<file path="config.mk">
export PLATFORM = sky130hd
export DESIGN_NAME = seg_shift_tx
export DESIGN_NICKNAME = d
export VERILOG_FILES = /design/src/rtl/seg_pkg.sv /design/src/rtl/seg_clk_div.sv /design/src/rtl/seg_shift_tx.sv
export SDC_FILE = /design/constraint.sdc
export NUM_CORES = 1
export LEC_CHECK = 0
export ABC_CLOCK_PERIOD_IN_PS = 6250
export CORE_ASPECT_RATIO = 0.6
export CORE_MARGIN = 1
export CORE_UTILIZATION = 50
export CTS_BUF_LIST = sky130_fd_sc_hd__clkbuf_8
export DETAILED_ROUTE_END_ITERATION = 12
export HOLD_SLACK_MARGIN = 0.03
export PLACE_DENSITY = 0.76
export SLEW_MARGIN = 30
export SYNTH_ARGS = -nofsm -noshare
export SYNTH_HDL_FRONTEND = slang
export SYNTH_SLANG_ARGS = --single-unit
</file>
<file path="constraint.sdc">
create_clock -name clk -period 6.25 [get_ports clk]
set_clock_uncertainty 0.2 [all_clocks]
set_input_delay 0.9375 -clock clk [delete_from_list [all_inputs] [get_ports clk]]
set_output_delay 0.9375 -clock clk [all_outputs]
set_load 0.005 [all_outputs]
</file>
<file path="src/rtl/seg_pkg.sv">
// Shared definitions for the serial display transmitters.
//   SEG_FRAME_W : bits per 7-segment frame (eight segment bytes)
//   seg_state_e : transmitter FSM states
package seg_pkg;

  localparam int unsigned SEG_FRAME_W = 64;

  typedef enum logic [1:0] {
    ST_IDLE  = 2'd0,
    ST_SHIFT = 2'd1,
    ST_LATCH = 2'd2,
    ST_DONE  = 2'd3
  } seg_state_e;

endpackage

</file>
<file path="src/rtl/seg_clk_div.sv">
// Half-period divider for serial clock generation.
//   clk, rst_n : system clock, async active-low reset
//   en         : count while high
//   clr        : synchronous clear of the counter (wins over en)
//   half_tick  : high on the last cycle of each DIV-cycle half period
module seg_clk_div #(
  parameter int unsigned DIV = 2
) (
  input  logic clk,
  input  logic rst_n,
  input  logic en,
  input  logic clr,
  output logic half_tick
);

  localparam int unsigned CW = $clog2(DIV + 1);

  logic [CW-1:0] cnt_q, cnt_d;
  logic          last;

  assign last      = (cnt_q == CW'(DIV - 1));
  assign half_tick = en && !clr && last;

  always_comb begin
    cnt_d = cnt_q;
    if (clr) begin
      cnt_d = '0;
    end else if (en) begin
      cnt_d = last ? '0 : cnt_q + 1'b1;
    end
  end

  always_ff @(posedge clk or negedge rst_n) begin
    if (!rst_n) cnt_q <= '0;
    else        cnt_q <= cnt_d;
  end

endmodule

</file>
<file path="src/rtl/seg_shift_tx.sv">
// Serial transmitter for the 7-segment 74HC595-style chain.
// Shifts one FRAME_W-bit frame MSB first, then pulses the latch.
//   clk, rst_n : system clock, async active-low reset
//   start      : send request, sampled in IDLE only
//   data       : frame, captured on the accepting edge
//   sclk       : serial clock (chain samples on rising edge)
//   sdata      : serial data, MSB first
//   slatch     : storage latch, active high, DIV cycles
//   busy       : high in SHIFT and LATCH
//   done       : one-cycle pulse after the frame completes
module seg_shift_tx
  import seg_pkg::*;
#(
  parameter int unsigned DIV     = 2,
  parameter int unsigned FRAME_W = SEG_FRAME_W
) (
  input  logic               clk,
  input  logic               rst_n,
  input  logic               start,
  input  logic [FRAME_W-1:0] data,
  output logic               sclk,
  output logic               sdata,
  output logic               slatch,
  output logic               busy,
  output logic               done
);

  localparam int unsigned BW = $clog2(FRAME_W + 1);

  seg_state_e         state_q, state_d;
  logic [FRAME_W-1:0] sreg_q, sreg_d;
  logic [BW-1:0]      bit_q, bit_d;
  logic               phase_q, phase_d;   // 0: sclk low half, 1: sclk high half

  logic sclk_q, sclk_d;
  logic sdata_q, sdata_d;
  logic slatch_q, slatch_d;
  logic busy_q, busy_d;
  logic done_q, done_d;

  logic div_en, div_clr, half_tick;

  seg_clk_div #(.DIV(DIV)) u_div (
    .clk       (clk),
    .rst_n     (rst_n),
    .en        (div_en),
    .clr       (div_clr),
    .half_tick (half_tick)
  );

  always_ff @(posedge clk or negedge rst_n) begin
    if (!rst_n) begin
      state_q  <= ST_IDLE;
      sreg_q   <= '0;
      bit_q    <= '0;
      phase_q  <= 1'b0;
      sclk_q   <= 1'b0;
      sdata_q  <= 1'b0;
      slatch_q <= 1'b0;
      busy_q   <= 1'b0;
      done_q   <= 1'b0;
    end else begin
      state_q  <= state_d;
      sreg_q   <= sreg_d;
      bit_q    <= bit_d;
      phase_q  <= phase_d;
      sclk_q   <= sclk_d;
      sdata_q  <= sdata_d;
      slatch_q <= slatch_d;
      busy_q   <= busy_d;
      done_q   <= done_d;
    end
  end

  always_comb begin
    state_d = state_q;
    sreg_d  = sreg_q;
    bit_d   = bit_q;
    phase_d = phase_q;
    case (state_q)
      ST_IDLE: begin
        if (start) begin
          state_d = ST_SHIFT;
          sreg_d  = data;
          bit_d   = '0;
          phase_d = 1'b0;
        end
      end
      ST_SHIFT: begin
        if (half_tick) begin
          if (!phase_q) begin
            phase_d = 1'b1;
          end else begin
            phase_d = 1'b0;
            sreg_d  = {sreg_q[FRAME_W-2:0], 1'b0};
            bit_d   = bit_q + 1'b1;
            if (bit_q == BW'(FRAME_W - 1)) state_d = ST_LATCH;
          end
        end
      end
      ST_LATCH: begin
        if (half_tick) state_d = ST_DONE;
      end
      ST_DONE: state_d = ST_IDLE;
      default: state_d = ST_IDLE;
    endcase
  end

  // Outputs are decoded from next-state values and registered, so each
  // output register lines up with the state register it describes.
  always_comb begin
    div_en   = (state_q == ST_SHIFT) || (state_q == ST_LATCH);
    div_clr  = (state_q == ST_IDLE);
    sclk_d   = (state_d == ST_SHIFT) && phase_d;
    sdata_d  = (state_d == ST_SHIFT) && sreg_d[FRAME_W-1];
    slatch_d = (state_d == ST_LATCH);
    busy_d   = (state_d == ST_SHIFT) || (state_d == ST_LATCH);
    done_d   = (state_d == ST_DONE);
  end

  assign sclk   = sclk_q;
  assign sdata  = sdata_q;
  assign slatch = slatch_q;
  assign busy   = busy_q;
  assign done   = done_q;

endmodule

</file>
# After elaboration in Yosys (flattened, before gate mapping)

Cells that the tools add are included.

Register bits: 81
Latch bits: 0
Bits in writable memories: 0
Memory bits (read-only): 0
Input port bits: 67
Word-level logic and storage cells: 56
Memories: 0

Add/sub/neg operators: 2
$mul: 0
Div/mod/pow operators: 0
Order comparisons: 0
Equal/unequal tests: 11
Shift-type cells: 0
Muxes and demuxes: 21
Bitwise gates (word level): 0
Reduce and logical (&&, ||, !) cells: 11

Operator list:

| operator                                             | count |
|---|---|
| 2-to-1 mux 64 bit                                    | 3 |
| one-hot mux 64 bit (2 select lines)                  | 1 |
| 2-to-1 mux 7 bit                                     | 3 |
| 2-to-1 mux 2 bit                                     | 8 |
| one-hot mux 7 bit (2 select lines)                   | 1 |
| equality test 2 bit (second input constant)          | 4 |
| one-hot mux 2 bit (4 select lines)                   | 1 |
| adder 7 x 1 -> 7 bit (second input constant)         | 1 |
| equality test 7 x 6 -> 1 bit (second input constant) | 1 |
| equality test 2 x 1 -> 1 bit (second input constant) | 3 |
| inequality test 2 bit (second input constant)        | 3 |
| logical AND 1 bit                                    | 4 |
| AND reduction 4 bit                                  | 1 |
| nonzero test 2 bit                                   | 2 |
| 2-to-1 mux 1 bit                                     | 3 |
| adder 2 x 1 -> 2 bit (second input constant)         | 1 |
| zero test 2 bit                                      | 1 |
| logical OR 1 bit                                     | 2 |
| one-hot mux 1 bit (2 select lines)                   | 1 |
| zero test 1 bit                                      | 1 |

# Logic depth before layout (Yosys ltp)

Depth after elaboration: 8
Gate-level depth with buffers: 9
Depth with buffers taken out: 8

# Hierarchy

From an unflattened synthesis, not the netlist that was laid out.

Cells, all modules: 303
Area, all modules: 4,092.7 um^2

Modules (own cells, without submodules):

| module       | times used | cells each | area an instance (um^2) | sequential area each (um^2) |
|---|---|---|---|---|
| seg_shift_tx | 1          | 296        | 4,012.6                 | 1,976.9 |
| seg_clk_div  | 1          | 7          | 80.1                    | 50.0 |

# Worst setup path before layout

No wires, ideal clock.

Kind: reg2reg
From: register state_q[0]
To: register busy_q, in the netlist busy
Data arrival time: 2.286 ns
Slack: 3.638 ns
Cell stages (with the launch flop): 8
Buffers on the path: 0
Period minus slack after synthesis: 2.612 ns
Cell sequence: dfrtp_1 -> inv_1 -> ha_1 -> nand4b_4 -> or3_1 -> or2_1 -> a221oi_1 -> ha_1

Word-level cells in the longest chain between the ends: 8

Ends and longest elaborated chain:

| element                                                             | RTL line                                | source |
|---|---|---|
| start: declaration                                                  | seg_shift_tx.sv:30                      | `seg_state_e state_q, state_d;` |
| start signal: assignment                                            | seg_shift_tx.sv:63                      | `state_q <= state_d;` |
| equality test 2 x 1 -> 1 bit (tied with other cells)                | seg_shift_tx.sv:80, seg_shift_tx.sv:112 |  |
| logical OR 1 bit or zero test 1 bit (tied branches)                 | seg_shift_tx.sv:112, seg_clk_div.sv:22  |  |
| logical AND 1 bit (2 in a row)                                      | seg_clk_div.sv:22                       | `assign half_tick = en && !clr && last;` |
| 2-to-1 mux 2 bit (on tied branches)                                 | seg_shift_tx.sv:102, seg_shift_tx.sv:90 |  |
| one-hot mux 2 bit (4 select lines) (*)                              | seg_shift_tx.sv:80                      | `case (state_q)` |
| named net state_d[1]                                                | seg_shift_tx.sv:30                      |  |
| equality test 2 x 1 -> 1 bit or equality test 2 bit (tied branches) | seg_shift_tx.sv:117                     | `busy_d = (state_d == ST_SHIFT) \|\| (state_d == ST_LATCH);` |
| logical OR 1 bit (*)                                                | seg_shift_tx.sv:117                     |  |
| named net busy_d                                                    | seg_shift_tx.sv:38                      | `logic busy_q, busy_d;` |
| end signal: assignment                                              | seg_shift_tx.sv:70                      | `busy_q <= busy_d;` |
| end: declaration                                                    | seg_shift_tx.sv:38                      |  |

Mark *: on every way through the listed nets, which the timed path passes. The rest lies on a longest branch.
A chain may end at the register's enable or synchronous reset.

# Worst setup path in the final report

Ends and elaborated chain as after synthesis.

==> reports/metrics.yaml <==
clock_tree:
  worstSkewPairLatency_ns: 0.35
  cts_hold_buffers: 0
  clockBufferDepth: 2
  root_buffer: "clkbuf_8"
  post_cts_buffers: 0
  cts-resized-gates: 0
  cts_buffers: 9
  cts_tree: "yes"
  cts.sinks: 81
  clk_pin_slew_ns: 0.08
  h-tree-depth: 3
power:
  p_sw_share_pct: 39.7
  ir_worst_vdd_mv: 0.247
  p_int_uw: 1370
  combPwrFrac_pct: 42.3
  power.density_nw_per_um2: 481
  clkPwrFrac_pct: 16.7
  p_seq_share_pct: 41.1
  switchingPower_uw: 898
  power.leakage_uw: 0.00199
placed_design:
  dpl_cell_area_um2: 4520
  dp_hpwl_um: 5130
  place.gp.congestion: 0.789
  dpl.cell_count: 532
  io_buffers: 71
  place_ws_ns: 2.98
critical_path:
  crit_type: "reg -> reg"
  cp-end-kind: "flip-flop"
  cpMostUsedCell: "ha_1"
  critical-path-slowest-cell: "dfrtp_1"
  arrival_ns: 3.04
  path_delay_family: "simple AND/OR/NAND/NOR gates"
  startpoint_type: "flip-flop"
  critPathBufInv: 1
  crit_fanout: 10
  required_ns: 6.29
  path_cells: "inv_1 -> ha_1 -> nand4b_4 -> or3_1 -> or2_1 -> a221oi_1 -> ha_1"
  cp_slowest_stage_delay_ns: 0.48
global_route:
  grt_pass1_wl_um: 13900
  grt-ovfl-total: 0
  grt_util_all_layers_pct: 22.9
  antenna_found_initial: 0
  grt_max_degree: 82
  grt_pass1_vias: 2836
drt:
  firstDrtPassIters: 5
  wl_met2_um: 3550
  drtAntennaViolNets: 0
  wirelength_um: 8350
  wl_per_cell_um: 15.3
  drcViolationCount: 0
  via_per_inst: 5.70
  vias: 3119
  drt-initial-drc-count: 243
  met3_length_um: 581
  wl_met1_um: 4140
  top_layer_used: "met4"
die:
  ios: 72
  die-area_um2: 7850
  row_count: 24
  die_w_um: 114
  die-height_um: 69.0
  start_util_pct: 51.5
  design.core.area_um2: 7270
timing:
  timing.slew.headroom_pct: 51.3
  max_freq_mhz: 333
  fin_ws_ns: 3.25
  hold_viol_final: 0
  fin_tns_setup_ns: 0
  post-route-period-util_pct: 48.0
  setup_viol: 0
  period_needed_ns: 3.00
  rsz0062_at_grt: "false"
  slew_viol_final: 0
  tightest_slew_ns: 0.731
yosys:
  syn_nets: 459
  synth-async-reset-ratio_pct: 100
  syn_avg_cell_area_um2: 9.75
  synth_edf_count: 0
  synth_area_um2: 3740
  synthCells: 384
  yosysUniqueCellTypes: 40
  synth_warnings: 0
  ys_ff_latch: 81
  synthFlopType: "dfrtp_1"
  ys_seq_area_share_pct: 54.1
cells_and_area:
  fin_cells: 547
  fin_area_um2: 4710
  final_nets: 514
  final_common_cell: "nor2_1"
  fin_util_pct: 64.8
  drive_above_1_share_pct: 5.87
  syn_to_final_growth_pct: 25.8
  multi_input_area_um2: 1610
  n_fill_cell: 599
  diodes: 0
  regArea_um2: 2030
  final_cell_mix: "133 x nor2_1, 81 x dfrtp_1, 70 x clkdlybuf4s50_1"
min_path:
  hold_class: "reg -> reg"
status:
  status: "completed"
flow_run:
  cap_violations: 0
==> sequential cells by signal (all words and copies together), names as in the netlist <==
register and cells:
done 1, u_div.cnt_q 2, phase_q 1, sclk 1
sdata 1, state_q 2, busy 1, slatch 1
bit_q 7, sreg_q 64
==> Yosys cell counts, types with 3 or more instances <==
cell type | instances | area (um^2)
a21oi_1 | 5 | 25.0
dfrtp_1 | 81 | 2030
nand2_1 | 8 | 30.0
inv_1 | 6 | 22.5
xnor2_1 | 3 | 26.3
a221oi_1 | 62 | 543
clkbuf_1 | 27 | 101
and3_1 | 3 | 18.8
ha_1 | 8 | 100
nand3_1 | 4 | 20.0
o21ai_0 | 5 | 25.0
nor2_1 | 134 | 503
==> power by group through the flow <==
stage	registers (uW)	clock network, uW	logic, uW
after CTS	926	389	965
after detailed placement	933	0	966
after global placement	927	0	925
after floorplan	896	0	740
after global routing	957	408	1100
final	930	377	957
==> layout make-up <==
class / count / share of cell area [%]
Sequential cell: 81 / 43.0
Clock inverter: 5 / 1.20
Timing Repair Buffer: 73 / 15.4
Tap cell: 104 / 2.76
Clock buffer: 10 / 2.92
Inverter: 6 / 0.478
Multi-Input combinational cell: 268 / 34.2
==> final timing paths <==
kind / startpoint / end / slack [ns] / cells after the start
max: state_q[0] / busy / 3.25 / 7
min: sreg_q[63] / sreg_q[63] / 0.26 / 2
max reg2reg: state_q[0] / busy / 3.25 / 7
min reg2reg: sreg_q[63] / sreg_q[63] / 0.26 / 2
max in group asynchronous: rst_n / sreg_q[26] / 4.93 / 1
min in group asynchronous: rst_n / phase_q / 0.41 / 1
==> worst min-delay path, delay by kind of cell (launching register included) <==
family           cells  cell delay (ns)
flip-flops           1             0.32
AND/OR/NAND/NOR      2             0.11
==> cells by family (layout without fill, tap and decap cells) <==
group                      Yosys count  in the layout  share of synthesized area (%)
AOI/OAI and AO/OA                   92             92                           20.0
xor gates and xnor gates             3              3                          0.702
adders and majority gates            8              8                           2.67
buffers and inverters               35             94                           3.58
DFF                                 81             81                           54.1
muxes                                3              3                          0.835
and+or+nand+nor                    162            162                           18.0
==> per-layer routing <==
| layer | global-route usage (%) | vias up |
|---|---|---|
| met5 | 0 | - |
| met4 | 6.73 | 0 |
| met3 | 8.09 | 9 |
| met2 | 31.8 | 102 |
| met1 | 33.5 | 1510 |
| li1 | - | 1498 |
==> metrics by stage <==
step           power, uW  hold slack, ns
6_report            2260           0.264
5_1_grt             2470           0.295
4_1_cts             2280           0.270
3_5_place_dp        1900           0.249
3_3_place_gp        1850           0.239
2_1_floorplan       1640           0.229
(Power assumes the default switching activity.)
==> variant, RTL diff (same flow settings) <==
The output `slatch` loses its register stage (`slatch_q` becomes a continuous assignment).
--- a/src/rtl/seg_shift_tx.sv
+++ b/src/rtl/seg_shift_tx.sv
@@ -58,3 +58,2 @@
       sdata_q  <= 1'b0;
-      slatch_q <= 1'b0;
       busy_q   <= 1'b0;
@@ -68,3 +67,2 @@
       sdata_q  <= sdata_d;
-      slatch_q <= slatch_d;
       busy_q   <= busy_d;
@@ -73,2 +71,4 @@
   end
+
+  assign slatch_q = slatch_d;
 
Behaviour: no difference found for any inputs over 10 cycles, from zero or initial values and one cycle with rst_n low; that may be too few to reach the edited logic, so the function may still have changed.
==> variant against the original RTL <==
- core utilization is 2.1 points higher
- routed wire length up 4.9%
- worst setup slack worse by 1.6 ns
- largest cell class unchanged
- synthesized area down 0.67%
- via count is 1.2% lower
- cell area shrank 1.5%
- die area decreased by 0.65%
- register-to-register slack got worse by 0.23 ns
- clock power fell by 16%
- power shrank 2.6%
- sequential cell count decreased by 1
- global-route usage grew 1.1 points
==> variant: results <==
export IMPL_status="completed"
export IMPL_endpoint="slatch"
export IMPL_reg2reg_slack_ns=3.02
export IMPL_gp_congestion=0.808
export IMPL_drt_wirelength_per_cell_um=16.2
export IMPL_synth_common_cells="134 x nor2_1, 80 x dfrtp_1, 62 x a221oi_1, 27 x clkbuf_1"
export IMPL_hp_start="sreg_q[63]"
export IMPL_nets=513
export IMPL_wl_met3_um=557
export IMPL_power_share_switching=0.405
export IMPL_use_met1=0.344
export IMPL_drive_gt1_frac=0.0499
export IMPL_fill_cells=558
export IMPL_worstPathArrival_ns=3.43
export IMPL_worst_pin_slew_ns=0.724
export IMPL_hpwl_mm=5.56
export IMPL_met2_usage=0.347
export IMPL_reg2reg_depth=7
export IMPL_ys_seq_area_frac=0.538
export IMPL_pg_clk_mw=0.317
export IMPL_crit_fanout=10
export IMPL_reg_top3="sreg_q x64, bit_q x7"
export IMPL_cp_top_family="simple AND/OR/NAND/NOR gates"
export IMPL_htree_levels=3
export IMPL_cts_setup_buffers=0
export IMPL_ys_top_cells_by_area="dfrtp_1 54%, a221oi_1 15%, nor2_1 14%, clkbuf_1 2.7%, ha_1 2.7%"
export IMPL_use_met3=0.0717
export IMPL_grt_start_max_net_pins=81
export IMPL_grt_pass1_vias=2826
export IMPL_drt_initial_drc_count=287
export IMPL_finalNonFillerCells=541
export IMPL_p_seq_mw=0.922
export IMPL_critPathSlowestCell="clkdlybuf4s50_1"
export IMPL_synth_cell_types=40
export IMPL_p_switching_mw=0.893
export IMPL_m1WireLength_mm=4.34
export IMPL_synth_cells=383
export IMPL_path_clk_slew_ns=0.07
export IMPL_drv_cap=0
export IMPL_peakVddDrop_uv=197
export IMPL_reg2reg_to="sdata"
export IMPL_syn_num_nets=458
export IMPL_ys_warn_count=0
export IMPL_numPortBuffers=71
export IMPL_slowest_delay_ns=0.50
export IMPL_dp_cells=527
export IMPL_p_leak_nw=1.97
export IMPL_route_met2_wl_mm=3.79
export IMPL_grt_pass1_wl_mm=14.1
export IMPL_r2r_start="state_q[1]"
export IMPL_via_per_inst=5.70
export IMPL_diodes=0
export IMPL_grt_use_total=0.240
variant: stage by stage:
stage          hold WS (ns)  utilization  setup WS (ns)  instance area, sq um
2_1_floorplan         0.229            -           2.89                  3720
3_3_place_gp          0.246        0.645           2.21                  4470
3_5_place_dp          0.257        0.647           2.10                  4490
4_1_cts               0.273        0.669           1.68                  4640
5_1_grt               0.308        0.669           1.47                  4640
6_report              0.267        0.669           1.68                  4640
variant: cell type report:
class                           instances  area (sq um)  share of cell area
Timing Repair Buffer                   73           727               0.157
Sequential cell                        80          2000               0.431
Multi-Input combinational cell        268          1610               0.347
Inverter                                6          22.5             0.00485
Clock buffer                           10           138              0.0297
Clock inverter                          4          16.3             0.00351
Tap cell                              100           125              0.0270
variant: cell families after synthesis:
kind of cell / after synthesis / share of synthesized area
flops: 80 / 0.538
mux: 3 / 0.00841
simple gates: 162 / 0.182
buf+inv: 35 / 0.0360
xor+xnor: 3 / 0.00706
compound gates: 92 / 0.202
fa+ha+maj: 8 / 0.0269
